--- config.mk ---
export PLATFORM = sky130hd
export DESIGN_NAME = logic_unit_pipe
export DESIGN_NICKNAME = d
export VERILOG_FILES = /design/src/rtl/logic_unit_pkg.sv /design/src/rtl/logic_fifo.sv /design/src/rtl/logic_unit_pipe.sv
export SDC_FILE = /design/constraint.sdc
export NUM_CORES = 1
export LEC_CHECK = 0
export CELL_PAD_IN_SITES_DETAIL_PLACEMENT = 0
export CELL_PAD_IN_SITES_GLOBAL_PLACEMENT = 1
export CORE_ASPECT_RATIO = 1.25
export CORE_MARGIN = 5
export CORE_UTILIZATION = 43
export CTS_CLUSTER_DIAMETER = 120
export DETAILED_ROUTE_END_ITERATION = 6
export PLACE_DENSITY = 0.78
export SLEW_MARGIN = 20
export SYNTH_ARGS = -nofsm -noshare
export SYNTH_HDL_FRONTEND = slang
export SYNTH_HIERARCHICAL = 1
export SYNTH_SLANG_ARGS = --single-unit
--- constraint.sdc ---
create_clock -name clk -period 3.85 [get_ports clk]
set_clock_uncertainty 0.1 [all_clocks]
set_input_delay 1.155 -clock clk [delete_from_list [all_inputs] [get_ports clk]]
set_output_delay 1.155 -clock clk [all_outputs]
set_load 0.005 [all_outputs]
--- src/rtl/logic_unit_pkg.sv ---
`default_nettype none
// ============================================================================
//  Module      : logic_unit_pkg
//  Description : Shared constants for the logic unit pipeline: operation
//                select encodings and default datapath/buffer sizes.
//  Revision    : 1.0  initial release
// ============================================================================
package logic_unit_pkg;

    localparam int c_default_width = 32;
    localparam int c_default_depth = 2;

    // Operation select encodings. OR/AND keep the legacy select on bit 0.
    localparam logic [2:0] c_op_or   = 3'b000;
    localparam logic [2:0] c_op_and  = 3'b001;
    localparam logic [2:0] c_op_xor  = 3'b010;
    localparam logic [2:0] c_op_nor  = 3'b011;
    localparam logic [2:0] c_op_andn = 3'b100;
    localparam logic [2:0] c_op_orn  = 3'b101;
    localparam logic [2:0] c_op_xnor = 3'b110;
    localparam logic [2:0] c_op_passb = 3'b111;

endpackage : logic_unit_pkg
`default_nettype wire

--- src/rtl/logic_fifo.sv ---
`default_nettype none
// ============================================================================
//  Module      : logic_fifo
//  Description : Synchronous FIFO used as the result buffer. Pushes are
//                dropped when full, pops are ignored when empty. Output data
//                reads as zero while empty.
//  Ports       : clk, reset (sync, active-high)
//                i_push / i_data  - write request and payload
//                i_pop            - consumer takes the head entry
//                o_full, o_valid  - registered occupancy status
//                o_data           - head entry (zero when empty)
//  Revision    : 1.0  initial release
// ============================================================================
module logic_fifo #(
    parameter int WIDTH = 34,
    parameter int DEPTH = 2
) (
    input  logic             clk,
    input  logic             reset,
    input  logic             i_push,
    input  logic [WIDTH-1:0] i_data,
    input  logic             i_pop,
    output logic             o_full,
    output logic             o_valid,
    output logic [WIDTH-1:0] o_data
);

    localparam int c_ptr_w = (DEPTH > 1) ? $clog2(DEPTH) : 1;
    localparam logic [c_ptr_w:0] c_full_count = (c_ptr_w + 1)'(DEPTH);

    logic [WIDTH-1:0]   r_mem [DEPTH];
    logic [c_ptr_w-1:0] r_wr_ptr;
    logic [c_ptr_w-1:0] r_rd_ptr;
    logic [c_ptr_w:0]   r_count;

    logic w_do_push;
    logic w_do_pop;

    assign o_full    = (r_count == c_full_count);
    assign o_valid   = (r_count != '0);
    assign w_do_push = i_push & ~o_full;
    assign w_do_pop  = i_pop & o_valid;
    assign o_data    = o_valid ? r_mem[r_rd_ptr] : '0;

    // Pointers wrap naturally because DEPTH is a power of two.
    always_ff @(posedge clk) begin
        if (reset) begin
            r_wr_ptr <= '0;
            r_rd_ptr <= '0;
            r_count  <= '0;
        end else begin
            if (w_do_push) begin
                r_wr_ptr <= r_wr_ptr + 1'b1;
            end
            if (w_do_pop) begin
                r_rd_ptr <= r_rd_ptr + 1'b1;
            end
            case ({w_do_push, w_do_pop})
                2'b10:   r_count <= r_count + 1'b1;
                2'b01:   r_count <= r_count - 1'b1;
                default: r_count <= r_count;
            endcase
        end
    end

    // Storage needs no reset: entries are only observable once counted.
    always_ff @(posedge clk) begin
        if (w_do_push) begin
            r_mem[r_wr_ptr] <= i_data;
        end
    end

endmodule : logic_fifo
`default_nettype wire

--- src/rtl/logic_unit_pipe.sv ---
`default_nettype none
// ============================================================================
//  Module      : logic_unit_pipe
//  Description : Bitwise logic unit with an accumulator and a buffered,
//                ready/valid result interface. Results carry zero and parity
//                flags computed before buffering.
//  Ports       : clk, reset (sync, active-high)
//                in_valid/in_ready, in_a, in_b, in_op, in_acc, acc_clr
//                out_valid/out_ready, out_y, out_zero, out_par
//                op_count - saturating count of accepted requests
//  Revision    : 1.0  initial release
// ============================================================================
module logic_unit_pipe
    import logic_unit_pkg::*;
#(
    parameter int WIDTH = c_default_width,
    parameter int DEPTH = c_default_depth
) (
    input  logic             clk,
    input  logic             reset,
    input  logic             in_valid,
    output logic             in_ready,
    input  logic [WIDTH-1:0] in_a,
    input  logic [WIDTH-1:0] in_b,
    input  logic [2:0]       in_op,
    input  logic             in_acc,
    input  logic             acc_clr,
    output logic             out_valid,
    input  logic             out_ready,
    output logic [WIDTH-1:0] out_y,
    output logic             out_zero,
    output logic             out_par,
    output logic [15:0]      op_count
);

    logic [WIDTH-1:0] r_acc;
    logic [15:0]      r_op_count;

    logic             w_accept;
    logic [WIDTH-1:0] w_a_eff;
    logic [WIDTH-1:0] w_y;
    logic [WIDTH+1:0] w_push_data;
    logic [WIDTH+1:0] w_head_data;
    logic             w_fifo_full;
    logic             w_fifo_valid;
    logic             w_show;

    assign in_ready = ~w_fifo_full & ~reset;
    assign w_accept = in_valid & in_ready;

    // A clear on an accumulate cycle turns the accumulator operand into zero.
    assign w_a_eff = in_acc ? (acc_clr ? '0 : r_acc) : in_a;

    always_comb begin
        w_y = in_b;
        case (in_op)
            c_op_or:    w_y = w_a_eff | in_b;
            c_op_and:   w_y = w_a_eff & in_b;
            c_op_xor:   w_y = w_a_eff ^ in_b;
            c_op_nor:   w_y = ~(w_a_eff | in_b);
            c_op_andn:  w_y = w_a_eff & ~in_b;
            c_op_orn:   w_y = w_a_eff | ~in_b;
            c_op_xnor:  w_y = ~(w_a_eff ^ in_b);
            c_op_passb: w_y = in_b;
            default:    w_y = in_b;
        endcase
    end

    // Payload layout: {parity, zero, result}.
    assign w_push_data = {^w_y, (w_y == '0), w_y};

    always_ff @(posedge clk) begin
        if (reset) begin
            r_acc      <= '0;
            r_op_count <= '0;
        end else begin
            if (w_accept) begin
                r_acc <= w_y;
            end else if (acc_clr) begin
                r_acc <= '0;
            end
            if (w_accept && (r_op_count != 16'hFFFF)) begin
                r_op_count <= r_op_count + 16'd1;
            end
        end
    end

    logic_fifo #(
        .WIDTH (WIDTH + 2),
        .DEPTH (DEPTH)
    ) u_fifo (
        .clk     (clk),
        .reset   (reset),
        .i_push  (w_accept),
        .i_data  (w_push_data),
        .i_pop   (out_ready & ~reset),
        .o_full  (w_fifo_full),
        .o_valid (w_fifo_valid),
        .o_data  (w_head_data)
    );

    // Outputs are forced quiet while reset is held, even before its edge.
    assign w_show    = w_fifo_valid & ~reset;
    assign out_valid = w_show;
    assign out_y     = w_show ? w_head_data[WIDTH-1:0] : '0;
    assign out_zero  = w_show & w_head_data[WIDTH];
    assign out_par   = w_show & w_head_data[WIDTH+1];
    assign op_count  = reset ? 16'd0 : r_op_count;

endmodule : logic_unit_pipe
`default_nettype wire

==> flow_metrics.env, run 1 <==
export IMPL_finalHoldViolCount=0
export IMPL_initial_core_util_pct=43.31
export IMPL_crit_family="buffers and inverters"
export IMPL_grt_max_degree=51
export IMPL_crit_path_end_kind="output pin"
export IMPL_cts_sinks=121
export IMPL_cap_violations=0
export IMPL_synth_distinct_cells=45
export IMPL_synthTopCellsByArea="edfxtp_1 (24%), dfxtp_1 (12%), mux2i_1 (10%)"
export IMPL_grt_ovfl_total=0
export IMPL_fin_crit_sh_pct=96.15
export IMPL_ys_ff_latch=121
export IMPL_syn_nets=1024
export IMPL_yosysWarnings=6
export IMPL_grt_pass1_wl_um=38900
export IMPL_worstSkewPairLatency_ns=0.42
export IMPL_p_leak_nw=4.517
export IMPL_yosysMostFrequentCell="mux2i_1"
export IMPL_layout_drive_gt1_share_pct=19.91
export IMPL_grt_pass1_vias=7547
export IMPL_hold_depth=2
export IMPL_drt_pass1_iter_count=6
export IMPL_crit_buf_inv=4
export IMPL_synth_edf_count=68
export IMPL_path_clk_slew_ns=0.06
export IMPL_ys_seq_area_share_pct=35.77
export IMPL_finalPower_mw=4.302
export IMPL_r2r_end="u_fifo/r_mem[0][33]"
export IMPL_area_growth_pct=34.39
export IMPL_io_buffer_count=124
export IMPL_tightest_slew_ns=0.4791
export IMPL_setup_viol_count_final=0
export IMPL_rr_worst_depth=9
export IMPL_chipHeight_um=168.8
export IMPL_num_rows=58
export IMPL_crit_chain="dlygate4sd2_1, nor2b_4, buf_12, buf_12, and2_1, clkdlybuf4s50_1"
export IMPL_drt_vias_per_instance=5.326
export IMPL_syn_area_um2=8675
export IMPL_die_area_um2=23130
export IMPL_vdd_drop_max_mv=0.2606
export IMPL_antenna_left=0
export IMPL_root_buffer="clkbuf_16"
export IMPL_chipWidth_um=137.0
export IMPL_crit_path_start="reset"
export IMPL_finalCriticalPeriod_ns=3.702
export IMPL_io_pins=125
export IMPL_slew_headroom_pct=68.06
export IMPL_dp_hpwl_um=17400
export IMPL_antenna_found_initial=0
export IMPL_p_per_area_nw_per_um2=369.1
export IMPL_clockBufferDepth=2
export IMPL_required_ns=2.59
export IMPL_synth_ff_type="edfxtp_1"
export IMPL_cts_max_level=4
export IMPL_min_from="r_acc[23]"
export IMPL_path_class="in2out"
export IMPL_min_to="r_acc[23]"
export IMPL_yosys_area_top_type="edfxtp_1"
export IMPL_numCtsBuffers=17
export IMPL_layout_nets=1213
export IMPL_crit_fanout=9
export IMPL_hold_slack_ns=0.3555
export IMPL_cts_tree="done"
export IMPL_yosysTopAreaCellShare_pct=23.54
export IMPL_arrival_ns=2.45
export IMPL_n_antenna_cell=0
export IMPL_grtUsageTotal_pct=21.44
export IMPL_vias=7483
export IMPL_async_flop_share_pct=0
export IMPL_crit_slowest_cell="clkdlybuf4s50_1"
export IMPL_core_area_um2=20030
export IMPL_cp_start_kind="primary input"
export IMPL_drt_initial_drc_count=457
export IMPL_gp_congestion=0.8675
export IMPL_hp_class="reg2reg"
export IMPL_drc_errors=0
export IMPL_yosys_top_cells_count="mux2i_1 (88), nor2_1 (84), nor2b_1 (79)"
export IMPL_final_core_util_pct=58.20
export IMPL_crit_path_max_incr_delay_ns=0.51
export IMPL_rsz0062_at_grt="no"
export IMPL_drv_slew=0
export IMPL_r2r_slack_ns=1.13
export IMPL_syn_inst=933
export IMPL_status="complete, no violations"
export IMPL_wire_per_inst_um=17.42
export IMPL_wl_um=24480
export IMPL_synth_avg_cell_area_um2=9.298
export IMPL_reg2reg_from="r_acc[5]"
export IMPL_max_freq_mhz=270.1
export IMPL_crit_top_cell="buf_12"
[power breakdown]
group          switching, mW  internal, mW  leakage, nW
combinational          0.639         0.632         3.17
sequential            0.0316          1.50         1.06
clock                  0.600         0.903        0.286
total                   1.27          3.03         4.52
[kinds of logic after synthesis]
| logic type | share of synthesized area, % |
|---|---|
| multiplexers | 14.05 |
| AND/OR/NAND/NOR | 20.86 |
| XOR/XNOR | 5.553 |
| adder cells (fa/ha/maj) | 2.596 |
| buffers and inverters | 5.279 |
| AO/OA/AOI/OAI | 15.89 |
| flip-flops | 35.77 |
[state kept, by name, summed over array words and instances, names as in the netlist, named ones only]
register         count
r_op_count          16
u_fifo/r_count       2
u_fifo/r_rd_ptr      1
r_acc               32
u_fifo/r_mem        68
u_fifo/r_wr_ptr      1
[how the worst max path moves through the flow]
stage	endpoint	depth (start not counted)	slack, ns
6_report	out_y[20]	6	0.15
5_1_grt	out_y[6]	6	0.07
4_1_cts	u_fifo/r_mem[0][33]	11	0.06
3_5_place_dp	u_fifo/r_mem[0][33]	11	-0.37
3_3_place_gp	u_fifo/r_mem[1][33]	11	-0.35
2_1_floorplan	u_fifo/r_mem[0][33]	10	0.34
[through the flow]
| stage | std cells | TNS [ns] | area [um2] | worst slack, ns |
|---|---|---|---|---|
| global placement | 1368 | -0.6945 | 10950 | -0.3473 |
| floorplan | 933 | 0 | 8675 | 0.3406 |
| CTS | 1403 | 0 | 11590 | 0.05801 |
| finish | 1405 | 0 | 11660 | 0.1481 |
| detailed placement | 1368 | -0.8651 | 10950 | -0.3724 |
| global route | 1405 | 0 | 11660 | 0.07278 |
[layout by cell type (no fill, tap or decap), types with 3 or more instances in the layout]
master,n
inv_4,4
or4_1,3
a21oi_1,31
clkdlybuf4s50_1,118
clkbuf_16,19
o21ai_1,31
buf_2,4
nor3_1,7
o32ai_2,31
xor2_1,39
o22ai_1,8
a211oi_1,27
nand2_1,41
nand3_1,7
dfxtp_1,52
buf_4,94
xnor2_1,14
or3_1,5
nor3b_1,27
o21ai_0,45
mux2_2,30
inv_2,3
mux2i_1,88
nor4_1,3
nand2b_1,11
edfxtp_1,68
buf_12,18
nor2_1,82
nand4_1,9
a21oi_2,3
ha_1,18
and2_1,34
clkinv_4,3
clkinv_2,3
and4_1,3
and3b_1,9
nor2b_1,78
inv_1,36
[tightest hold or removal path: stages, from the launching register on]
cell and delay (ns):
dfxtp_1 0.31, nand3_1 0.05, o21ai_1 0.05
[repair_timing]
action	in CTS	in global routing
pin swaps	0	6
buffers inserted	1	2
hold buffers	0	0
endpoints found under the setup margin	1	2
gates cloned	2	0
resized for setup	4	10
[area by class of cell]
cell class,count,area [um2]
clock buffers,20,479.2
clock inverters,12,83.83
fillers,1811,8372
inverters,39,146.4
multi-input cells,705,5162
flip-flops and latches,121,3104
well taps,270,337.8
repair buffers,238,2344
[metal layers]
layer,up-vias,GRT usage (%),part of all wire (%),wire [um]
met2,183,38.10,52,12690
li1,3713,-,-,-
met4,0,8.594,2.8,682
met1,3544,25.77,42,10210
met5,-,0,0,0
met3,43,3.062,3.7,894
Power figures use the tool's default switching activity.
==> inputs of run 2 (changes only) <==
--- a/config.mk
+++ b/config.mk
@@ -5,14 +5,15 @@
 export SDC_FILE = /design/constraint.sdc
 export NUM_CORES = 1
 export LEC_CHECK = 0
+export ABC_AREA = 1
 export CELL_PAD_IN_SITES_DETAIL_PLACEMENT = 0
 export CELL_PAD_IN_SITES_GLOBAL_PLACEMENT = 1
 export CORE_ASPECT_RATIO = 1.25
 export CORE_MARGIN = 5
-export CORE_UTILIZATION = 43
+export CORE_UTILIZATION = 39
 export CTS_CLUSTER_DIAMETER = 120
 export DETAILED_ROUTE_END_ITERATION = 6
-export PLACE_DENSITY = 0.78
+export PLACE_DENSITY = 0.77
 export SLEW_MARGIN = 20
 export SYNTH_ARGS = -nofsm -noshare
 export SYNTH_HDL_FRONTEND = slang
==> flow_metrics.env, run 2 <==
export IMPL_status="complete, no violations"
export IMPL_num_rows=63
export IMPL_cts_max_level=4
export IMPL_layout_commonest_cell="nand2_1"
export IMPL_dp_cells=1989
export IMPL_root_buffer="clkbuf_16"
export IMPL_fin_crit_sh_pct=99.03
export IMPL_syn_area_um2=9344
export IMPL_path_class="in2out"
export IMPL_cts_tree="done"
export IMPL_synthSimpleGateAreaFrac_pct=44.44
export IMPL_yosysTopAreaCellShare_pct=21.85
export IMPL_wire_per_inst_um=15.31
export IMPL_vdd_drop_max_mv=0.2865
export IMPL_synth_avg_cell_area_um2=6.180
export IMPL_yosys_area_top_type="edfxtp_1"
export IMPL_grt_pass1_wl_um=48300
export IMPL_p_switching_mw=1.419
export IMPL_nFillCells=2378
export IMPL_cts_hold_buf=0
export IMPL_core_area_um2=23650
export IMPL_arrival_ns=2.56
export IMPL_synth_distinct_cells=31
export IMPL_antenna_left=0
export IMPL_area_growth_pct=35.47
export IMPL_layout_drive_gt1_share_pct=11.95
export IMPL_crit_top_cell="clkdlybuf4s50_1"
export IMPL_synth_adder_area_share_pct=2.410
export IMPL_stdcell_count=2024
export IMPL_setup_viol_count_final=0
export IMPL_final_cell_mix="nand2_1 (516), nand3_1 (235), inv_1 (188)"
export IMPL_drt_initial_drc_count=578
export IMPL_max_freq_mhz=262.3
export IMPL_cts_sinks=121
export IMPL_finalCriticalPeriod_ns=3.813
export IMPL_finalHoldViolCount=0
export IMPL_power_share_combinational_pct=29.3
export IMPL_drc_errors=0
export IMPL_crit_path_end_kind="output pin"
export IMPL_clockBufferDepth=2
export IMPL_syn_inst=1512
export IMPL_async_flop_share_pct=0
export IMPL_synth_top_family_by_area="simple AND/OR/NAND/NOR gates"
export IMPL_regArea_um2=3103
export IMPL_hp_class="reg2reg"
export IMPL_rsz0062_at_grt="yes"
export IMPL_n_antenna_cell=0
export IMPL_ys_seq_area_share_pct=33.21
export IMPL_crit_fanout=17
export IMPL_hold_slack_ns=0.3812
export IMPL_clkPwrFrac_pct=38.0
export IMPL_worstSkewPairLatency_ns=0.42
export IMPL_ys_ff_latch=121
export IMPL_initial_core_util_pct=39.51
export IMPL_muxShareOfSynthArea_pct=0
export IMPL_chipHeight_um=183.1
export IMPL_drv_slew=0
export IMPL_required_ns=2.59
export IMPL_wl_um=31000
export IMPL_synth_xor_area_share_pct=2.156
export IMPL_path_clk_slew_ns=0.06
export IMPL_chipWidth_um=148.4
export IMPL_p_per_area_nw_per_um2=366.6
export IMPL_layout_nets=1810
export IMPL_grt_pass1_vias=9587
export IMPL_gp_congestion=0.8234
export IMPL_crit_buf_inv=4
export IMPL_multi_input_area_um2=5239
export IMPL_synth_compound_area_share_pct=6.106
export IMPL_cp_start_kind="primary input"
export IMPL_io_buffer_count=124
export IMPL_synthTopCellsByArea="edfxtp_1 (22%), nand2_1 (21%), nand3_1 (13%)"
export IMPL_top_register="u_fifo/r_mem"
export IMPL_vias=10233
export IMPL_crit_family="buffers and inverters"
export IMPL_die_area_um2=27170
export IMPL_cap_violations=0
export IMPL_drt_vias_per_instance=5.056
export IMPL_netSwitchingFraction_pct=30.58
export IMPL_synth_edf_count=68
export IMPL_reg_top3="u_fifo/r_mem x68, r_acc x32, r_op_count x16"
export IMPL_largest_reg_flops=68
export IMPL_dp_hpwl_um=22090
export IMPL_yosysWarnings=6
export IMPL_antenna_found_initial=0
export IMPL_syn_nets=1603
export IMPL_grtUsageTotal_pct=22.08
export IMPL_crit_chain="clkdlybuf4s50_1, inv_2, nand2_4, clkbuf_16, nor2_1, clkdlybuf4s50_1"
export IMPL_slew_headroom_pct=64.67
export IMPL_drt_pass1_iter_count=5
export IMPL_yosys_top_cells_count="nand2_1 (523), nand3_1 (236), inv_1 (191)"
export IMPL_seq_power_share_pct=32.7
export IMPL_synth_ff_type="edfxtp_1"
export IMPL_p_leak_nw=6.284
export IMPL_finalPower_mw=4.641
export IMPL_grt_max_degree=39
export IMPL_tightest_slew_ns=0.5287
export IMPL_grt_ovfl_total=0
export IMPL_yosysMostFrequentCell="nand2_1"
export IMPL_io_pins=125
export IMPL_numCtsBuffers=17
export IMPL_crit_slowest_cell="clkdlybuf4s50_1"
export IMPL_internal_power_mw=3.222
export IMPL_crit_path_max_incr_delay_ns=0.51
-- run 2: final cells by class --
type	instances	share of cell area, %
multi-input combinational	1122	41.39
sequential	121	24.51
timing repair buffer	258	20.10
inverter	199	5.990
clock buffer	17	3.361
tap	292	2.886
clock inverter	15	1.759
-- run 2: cell families (layout without fill, tap and decap cells) --
| family | after synthesis | after routing |
|---|---|---|
| buf+inv | 269 | 489 |
| xor+xnor | 23 | 23 |
| fa+ha+maj | 18 | 18 |
| compound gates | 111 | 111 |
| flops | 121 | 121 |
| simple gates | 970 | 970 |
-- run 2: per-stage QoR --
| stage | instance area (um2) | worst slack [ns] | util (%) | setup TNS, ns |
|---|---|---|---|---|
| 2_1_floorplan | 9346 | 0.3190 | - | 0 |
| 3_3_place_gp | 11780 | -0.3767 | 49.82 | -0.7533 |
| 3_5_place_dp | 11780 | -0.4421 | 49.82 | -0.8843 |
| 4_1_cts | 12430 | 0.007892 | 52.58 | 0 |
| 5_1_grt | 12660 | -0.008019 | 53.53 | -0.01780 |
| 6_report | 12660 | 0.03741 | 53.53 | 0 |
-- run 2: what timing repair did --
action | 4_1_cts | 5_1_grt
pin swaps | 0 | 6
gates cloned | 0 | 2
setup endpoints to repair | 2 | 34
gates resized for setup | 1 | 47
buffers inserted | 0 | 1
-- run 2: power groups by stage --
stage          combinational, mW  sequential (mW)  clock, mW
5_1_grt                     1.50             1.53       1.85
6_report                    1.36             1.52       1.76
2_1_floorplan              0.779             1.54          0
3_5_place_dp                1.30             1.54          0
3_3_place_gp                1.28             1.54          0
4_1_cts                     1.30             1.52       1.79
-- run 2: path summary, 6_finish.rpt --
path / startpoint / end / slack (ns) / cells after the start
max: reset / out_y[22] / 0.04 / 6
min: r_acc[27] / r_acc[27] / 0.38 / 2
max reg2reg: r_acc[10] / u_fifo/r_mem[0][33] / 1.39 / 16
min reg2reg: r_acc[27] / r_acc[27] / 0.38 / 2
-- run 2: metal layers --
metal	GRT usage [%]	routed length [um]	part of all wire, %	up-vias
met5	0	0	0	-
met4	6.543	546	1.8	0
met3	2.719	1436	4.6	40
met2	38.44	15160	49	273
met1	28.72	13850	45	4636
li1	-	-	-	5284
-- run 2: worst register-to-register path: stages (launching register included) --
cell and delay [ns]:
dfxtp_1 0.33, nand3_1 0.15, nand2_1 0.14, nand2_1 0.07, nand2_1 0.06, nand2_1 0.05
nand2_1 0.05, inv_1 0.03, nand3_1 0.16, inv_1 0.07, ha_1 0.31, xor2_1 0.15
xnor2_1 0.13, buf_4 0.14, xor2_1 0.13, nand2_1 0.06, nand2_1 0.06
